--- src/rtl/zintack_snoop.sv ---
// zintack_snoop: CPU-side end of the Z80 IM2 interrupt protocol.
//   Detects the INTACK cycle and drives the IM2 vector onto the CPU data bus.
//   Snoops M1 opcode fetches for RETI/RETN and tracks ISR nesting depth.
// Ports:
//   clk, res          system clock, synchronous active-high reset
//   zpos              Z80 clock positive-edge strobe; bus inputs sampled only when 1
//   m1_n, mreq_n,     Z80 bus control strobes (active low)
//   iorq_n, rd_n
//   di                CPU data bus, snooped during opcode fetch
//   im2vect           vector from the interrupt controller
//   intack            high for the duration of the acknowledge cycle
//   dout, dout_oe     vector driven to the CPU and its enable
//   reti, retn        1-clk pulses on RETI / RETN (and aliases) fetch
//   isr_depth         current ISR nesting depth (saturating)
//   isr_active        isr_depth != 0
module zintack_snoop #(
  parameter int unsigned DEPTH_W = 3
) (
  input  logic               clk,
  input  logic               res,
  input  logic               zpos,
  input  logic               m1_n,
  input  logic               mreq_n,
  input  logic               iorq_n,
  input  logic               rd_n,
  input  logic [7:0]         di,
  input  logic [7:0]         im2vect,
  output logic               intack,
  output logic [7:0]         dout,
  output logic               dout_oe,
  output logic               reti,
  output logic               retn,
  output logic [DEPTH_W-1:0] isr_depth,
  output logic               isr_active
);

  localparam logic [DEPTH_W-1:0] DEPTH_MAX  = '1;
  localparam logic [DEPTH_W-1:0] DEPTH_ZERO = '0;
  localparam logic [DEPTH_W-1:0] DEPTH_ONE  = DEPTH_W'(1);

  typedef enum logic {ST_IDLE, ST_PFX_ED} state_e;

  state_e             state_q;
  logic               intack_q;
  logic [7:0]         dout_q;
  logic               dout_oe_q;
  logic               reti_q;
  logic               retn_q;
  logic [DEPTH_W-1:0] depth_q;
  logic               armed_q;
  logic               in_fetch_q;
  logic [7:0]         opcode_q;

  logic               intack_d;
  logic               dout_oe_d;
  logic               fetch_act;
  logic               fetch_end;
  logic               reti_d;
  logic               retn_d;
  logic               is_retn_op;
  logic               depth_inc;
  logic               depth_dec;

  // Strobes derived from the current bus sample and registered state
  always_comb begin
    intack_d   = intack_q;
    fetch_act  = 1'b0;
    fetch_end  = 1'b0;
    reti_d     = 1'b0;
    retn_d     = 1'b0;
    is_retn_op = 1'b0;
    if (zpos) begin
      intack_d  = ~m1_n & ~iorq_n;
      fetch_act = ~m1_n & ~mreq_n & ~rd_n;
      // Opcode is decoded on the first sample with MREQ released
      fetch_end = mreq_n & in_fetch_q;
    end
    // ED 45/55/5D/65/6D/75/7D all match 01xx x101 except 4D (RETI)
    is_retn_op = (opcode_q[7:6] == 2'b01) && (opcode_q[2:0] == 3'b101) &&
                 (opcode_q != 8'h4D);
    if (fetch_end && state_q == ST_PFX_ED) begin
      reti_d = (opcode_q == 8'h4D);
      retn_d = is_retn_op;
    end
    // Enable follows intack by one clk on the way up, drops with it
    dout_oe_d = intack_d & intack_q;
    depth_inc = intack_d & ~intack_q;
    depth_dec = reti_d | retn_d;
  end

  // All state, including the opcode FSM
  always_ff @(posedge clk) begin
    if (res) begin
      state_q    <= ST_IDLE;
      intack_q   <= 1'b0;
      dout_q     <= 8'hFF;
      dout_oe_q  <= 1'b0;
      reti_q     <= 1'b0;
      retn_q     <= 1'b0;
      depth_q    <= DEPTH_ZERO;
      armed_q    <= 1'b0;
      in_fetch_q <= 1'b0;
      opcode_q   <= 8'h00;
    end else begin
      intack_q  <= intack_d;
      dout_oe_q <= dout_oe_d;
      reti_q    <= reti_d;
      retn_q    <= retn_d;
      if (dout_oe_d && !dout_oe_q) begin
        dout_q <= im2vect;
      end

      if (zpos && mreq_n) begin
        armed_q <= 1'b1;
      end

      // A fetch already in progress when arming happens is never tracked
      if (fetch_act && armed_q) begin
        in_fetch_q <= 1'b1;
        opcode_q   <= di;
      end else if (fetch_end) begin
        in_fetch_q <= 1'b0;
      end

      if (fetch_end) begin
        case (state_q)
          ST_IDLE:   state_q <= (opcode_q == 8'hED) ? ST_PFX_ED : ST_IDLE;
          ST_PFX_ED: state_q <= ST_IDLE;
          default:   state_q <= ST_IDLE;
        endcase
      end

      if (depth_inc && !depth_dec && depth_q != DEPTH_MAX) begin
        depth_q <= depth_q + DEPTH_ONE;
      end else if (depth_dec && !depth_inc && depth_q != DEPTH_ZERO) begin
        depth_q <= depth_q - DEPTH_ONE;
      end
    end
  end

  assign intack     = intack_q;
  assign dout       = dout_q;
  assign dout_oe    = dout_oe_q;
  assign reti       = reti_q;
  assign retn       = retn_q;
  assign isr_depth  = depth_q;
  assign isr_active = (depth_q != DEPTH_ZERO);

endmodule

--- config.mk ---
export PLATFORM = sky130hd
export DESIGN_NAME = zintack_snoop
export DESIGN_NICKNAME = d
export VERILOG_FILES = /design/src/rtl/zintack_snoop.sv
export SDC_FILE = /design/constraint.sdc
export NUM_CORES = 1
export LEC_CHECK = 0
export BUFFER_PORTS_ARGS = -buffer_cell sky130_fd_sc_hd__buf_2
export CELL_PAD_IN_SITES_DETAIL_PLACEMENT = 0
export CELL_PAD_IN_SITES_GLOBAL_PLACEMENT = 1
export CORE_UTILIZATION = 35
export DETAILED_ROUTE_END_ITERATION = 7
export PLACE_DENSITY_LB_ADDON = 0.1
export SYNTH_ARGS = -nofsm -noshare
export SYNTH_HDL_FRONTEND = slang
export SYNTH_SLANG_ARGS = --single-unit
export TNS_END_PERCENT = 30
--- constraint.sdc ---
create_clock -name clk -period 2.11 [get_ports clk]
set_input_delay 0.211 -clock clk [delete_from_list [all_inputs] [get_ports clk]]
set_output_delay 0.211 -clock clk [all_outputs]
set_load 0.02 [all_outputs]
# Word level (Yosys, flattened, before mapping)
# Index checks and enable logic that the tools add are counted.
[op_classes]
n_shift = 0
n_div = 0
addsub = 2
n_mul = 0
bitwise = 13
n_reduce_logical = 16
n_lt_le_gt_ge = 0
n_mux = 11
eq_ne = 6
[op_table]
columns = ["op", "n"]
rows = [
  ["1-bit logical AND", 10],
  ["8-bit by 7-bit == test with 1-bit output, second input constant", 1],
  ["8-bit == test, second input constant", 1],
  ["1-bit 2-to-1 mux", 8],
  ["8-bit by 7-bit != test with 1-bit output, second input constant", 1],
  ["1-bit bitwise AND", 6],
  ["3-bit 2-to-1 mux", 2],
  ["1-bit NOT", 6],
  ["2-bit nonzero test", 2],
  ["3-bit by 1-bit adder with 3-bit output, second input constant", 1],
  ["3-bit == test, second input constant", 1],
  ["1-bit logical NOT", 3],
  ["3-bit != test, second input constant", 1],
  ["3-bit nonzero test", 1],
  ["3-bit by 1-bit subtractor with 3-bit output, second input constant", 1],
  ["2-bit by 1-bit == test with 1-bit output, second input constant", 1],
  ["1-bit case mux with 2 select lines", 1],
  ["1-bit bitwise OR", 1],
]
[word_totals]
elab_cells = 58
latch_bits = 0
out_inout_bits = 16
mem_bits_ro = 0
memories = 0
mem_bits_rw = 0
in_bits = 23
regBits = 26

# Longest topological paths before layout
[logic_depth]
depth_word = 9
depth_mapped = 8
ltp_nobuf = 7

# Worst setup path after synthesis
# Ideal clock, no wire load.
[synth_path]
path_kind = "register -> register"
start = "reg intack_q, in the netlist intack"
end = "reg depth_q[2], in the netlist isr_depth[2]"
setup_ns = 0.121
n_path_buf = 0
required_time_ns = 1.989
path_slack_ns = 0.085
t_arrival_ns = 1.905
period_less_slack_ns = 2.025
path_stages_with_launch = 8
path_cell_list = "dfxtp_1 nor4b_2 and2_1 nand2_1 fa_1 and3_1 mux2i_1 mux2_2"
[synth_via]
elab_chain_cells = 6
elab_cells_between_ends = 10
classes_between = "2 x mux; 2 x bitwise; 6 x reduce/logical"
[synth_rtl]
columns = ["element", "line", "rtl"]
rows = [
  ["start: declaration", "44", "logic intack_q;"],
  ["start signal: assignment", "105", "intack_q <= intack_d;"],
  ["1-bit 2-to-1 mux / 1-bit NOT (equally long branches)", "72, 87", ""],
  ["1-bit bitwise AND (*)", "87", "depth_inc = intack_d & ~intack_q;"],
  ["1-bit logical NOT", "135", "end else if (depth_dec && !depth_inc && depth_q != DEPTH_ZERO) begin"],
  ["1-bit logical AND (2 in series)", "135", ""],
  ["2-bit nonzero test (no line)", "-", ""],
  ["end signal: assignment", "134", "depth_q <= depth_q + DEPTH_ONE;"],
  ["end signal: assignment", "136", "depth_q <= depth_q - DEPTH_ONE;"],
  ["end: declaration", "49", "logic [DEPTH_W-1:0] depth_q;"],
]
# Every way passes the cells marked *; elsewhere a longest branch is shown, timed or not.
# A chain may end at the register's enable or synchronous reset.

# Final worst setup path
# Ends and elaborated chain as after synthesis.

==> impl_metrics.yaml <==
status:
  status: "finished clean"
worst_setup_path:
  arrival_ns: 2.22
  cp-end-kind: "register"
  r2r_setup_slack_ns: 0.12
  reg2regPathDepth: 7
  cp_max_fo: 5
  startpoint_type: "register"
  crit_required_ns: 2.34
  worstSetupPathType: "register to register"
sta:
  period_share: 0.945
  slew_headroom: 0.626
  tns_ns: 0
  skew_ns: 0.00363
  fmax_mhz: 502
  tightestPinTransition_ns: 0.559
  setup_viol: 0
  min_period_ns: 1.99
  fin_ws_ns: 0.116
  rsz0062_at_grt: "no"
  drv_slew: 0
  hold_viol: 0
finish:
  fin_area_mm2: 0.00142
  n_fill_cell: 313
  final_core_util: 0.470
  finalNonFillerCells: 204
  nets: 185
  final_layout_size_suffix_gt1_frac: 0.338
  area_growth_pct: 28.3
  n_antenna_cell: 0
floorplan:
  fp.dieW_um: 58.3
  start_util: 0.366
  die_area_mm2: 0.00340
  die_h_um: 58.3
  fp-row-count: 20
  ios: 39
  core_area_mm2: 0.00303
power:
  power_frac_comb: 0.105
  p_switching_uw: 208
  p_clk_frac: 0.355
  intPower_uw: 741
  switching_share: 0.219
  vdd_drop_max_v: 0.000288
  powerDensity_mw_per_mm2: 667
  pwr-share-seq: 0.540
  p_leak_uw: 0.000723
placement:
  io_buffer_count: 38
  dpl_worst_slack_ns: 0.0659
  dp_hpwl_um: 1520
  dp.cells: 197
  post_dp_cell_area_mm2: 0.00135
  gp_congestion: 0.661
route:
  wl_per_cell_um: 10.2
  routed.top_layer: "met4"
  postRouteAntennaNets: 0
  wl_met2_um: 945
  m1WireLength_um: 973
  drc_errors: 0
  vias: 948
  wirelength_um: 2080
  via_per_inst: 4.65
  dr.pass1.iters: 4
  drt_iter0_markers: 37
  wl_met3_um: 112
clock_tree:
  cts_buffers: 3
  cts_root_buf: "clkbuf_4"
  clock_latency_ns: 0.32
  cts.sinks: 26
  htree_levels: 1
  clock_path_buffers: 2
  clkTransAtPathRegs_ns: 0.14
  cts_tree: "yes"
yosys:
  synth_top_area_share: 0.470
  synthTopCellsByArea: "dfxtp_1 (47%), mux2i_1 (11%), nor2_1 (7.4%), a211o_1 (6.3%), inv_1 (3.0%)"
  synth_nets: 142
  synth_edf_count: 0
  ys.flop_type: "dfxtp_1"
  syn_area_per_cell_um2: 9.39
  synth_seq_cells: 26
  synth.distinct_cells: 27
  ys_top_cells_by_count: "dfxtp_1 (26), nor2_1 (22), mux2i_1 (12)"
  synth_largest_area_cell: "dfxtp_1"
  syn-cell-area_mm2: 0.00111
  synthCells: 118
  synth.most_common_cell: "dfxtp_1"
  synthArstFlopShare: 0
  synth-seq-area-share: 0.470
  synth.yosys.warnings: 0
global_route:
  grt_pass1_vias: 790
  grt_max_degree: 29
  grt_usage: 0.132
  grt_pass1_wl_um: 3370
  antenna_found_initial: 0
  overflow: 0
min_path:
  hold_class: "primary input to register"
  hold_depth: 3
flow_run:
  maxCapViolCount: 0
[kinds of logic after synthesis]
logic type      Yosys count  share of synthesized area
simple gates             51                      0.252
mux                      14                      0.129
buf+inv                  14                     0.0508
fa+ha+maj                 1                     0.0181
flops                    26                      0.470
compound gates           12                     0.0813
[cell usage in the layout, fill, tap and decap left out]
master	count
a211o_1	8
a21oi_1	3
and2_1	2
and3_1	1
buf_2	38
buf_4	5
bufinv_16	1
clkbuf_4	3
dfxtp_1	25
dfxtp_2	1
fa_1	1
inv_1	9
mux2_2	2
mux2i_1	12
nand2_1	6
nand2b_1	2
nand3_1	2
nand3b_1	1
nand4_1	1
nand4b_4	1
nor2_1	22
nor2b_1	2
nor3_1	4
nor3b_1	1
nor4b_1	1
nor4b_2	1
o21ai_0	1
or3_2	2
or3b_1	1
or4_1	1
[worst paths after layout]
check             startpoint      endpoint
hold / removal         di[5]   opcode_q[5]
hold reg to reg      dout[1]       dout[1]
setup / recovery      intack  isr_depth[2]
setup reg to reg      intack  isr_depth[2]
[power by group through the flow]
stage,combinational (uW),clock (uW),sequential (uW)
after global placement,98.0,0,522
after CTS,99.8,354,512
final,99.7,337,512
after global routing,113,371,514
after detailed placement,99.5,0,523
after floorplan,47.4,0,533
[area by class of cell]
cell class | instances | area (um2) | area share
clock inverter | 1 | 30.0 | 0.0211
inverter | 9 | 33.8 | 0.0237
multi-input combinational | 78 | 532 | 0.374
timing repair buffer | 43 | 228 | 0.160
clock buffer | 3 | 22.5 | 0.0158
tap | 44 | 55.1 | 0.0387
sequential | 26 | 522 | 0.367
[per-stage QoR]
stage | power, uW | hold WS [ns]
floorplan | 581 | 0.353
global placement | 620 | 0.438
detailed placement | 622 | 0.444
CTS | 966 | 0.0960
global route | 998 | 0.0960
finish | 948 | 0.111
[timing repair]
action,4_1_cts,5_1_grt
resized for setup,0,1
setup buffers,0,3
endpoints found under the setup margin,0,1
hold buffers,0,0
[layer usage]
layer  GRT usage  vias up
met5           0        -
met4      0.0816        0
met3      0.0268        5
met2       0.215       28
met1       0.160      431
li1            -      484
[sequential cells by signal, indices dropped and copies added (netlist names)]
register / count
reti: 1
intack: 1
dout_oe: 1
state_q: 1
isr_depth: 3
dout: 8
in_fetch_q: 1
retn: 1
armed_q: 1
opcode_q: 8
[critical path, stage by stage (launching register included)]
cell	delay (ns)
dfxtp_2	0.36
nor4b_2	0.24
and2_1	0.19
nand2_1	0.08
fa_1	0.38
and3_1	0.15
mux2i_1	0.14
mux2_2	0.34
(Power assumes the default switching activity.)
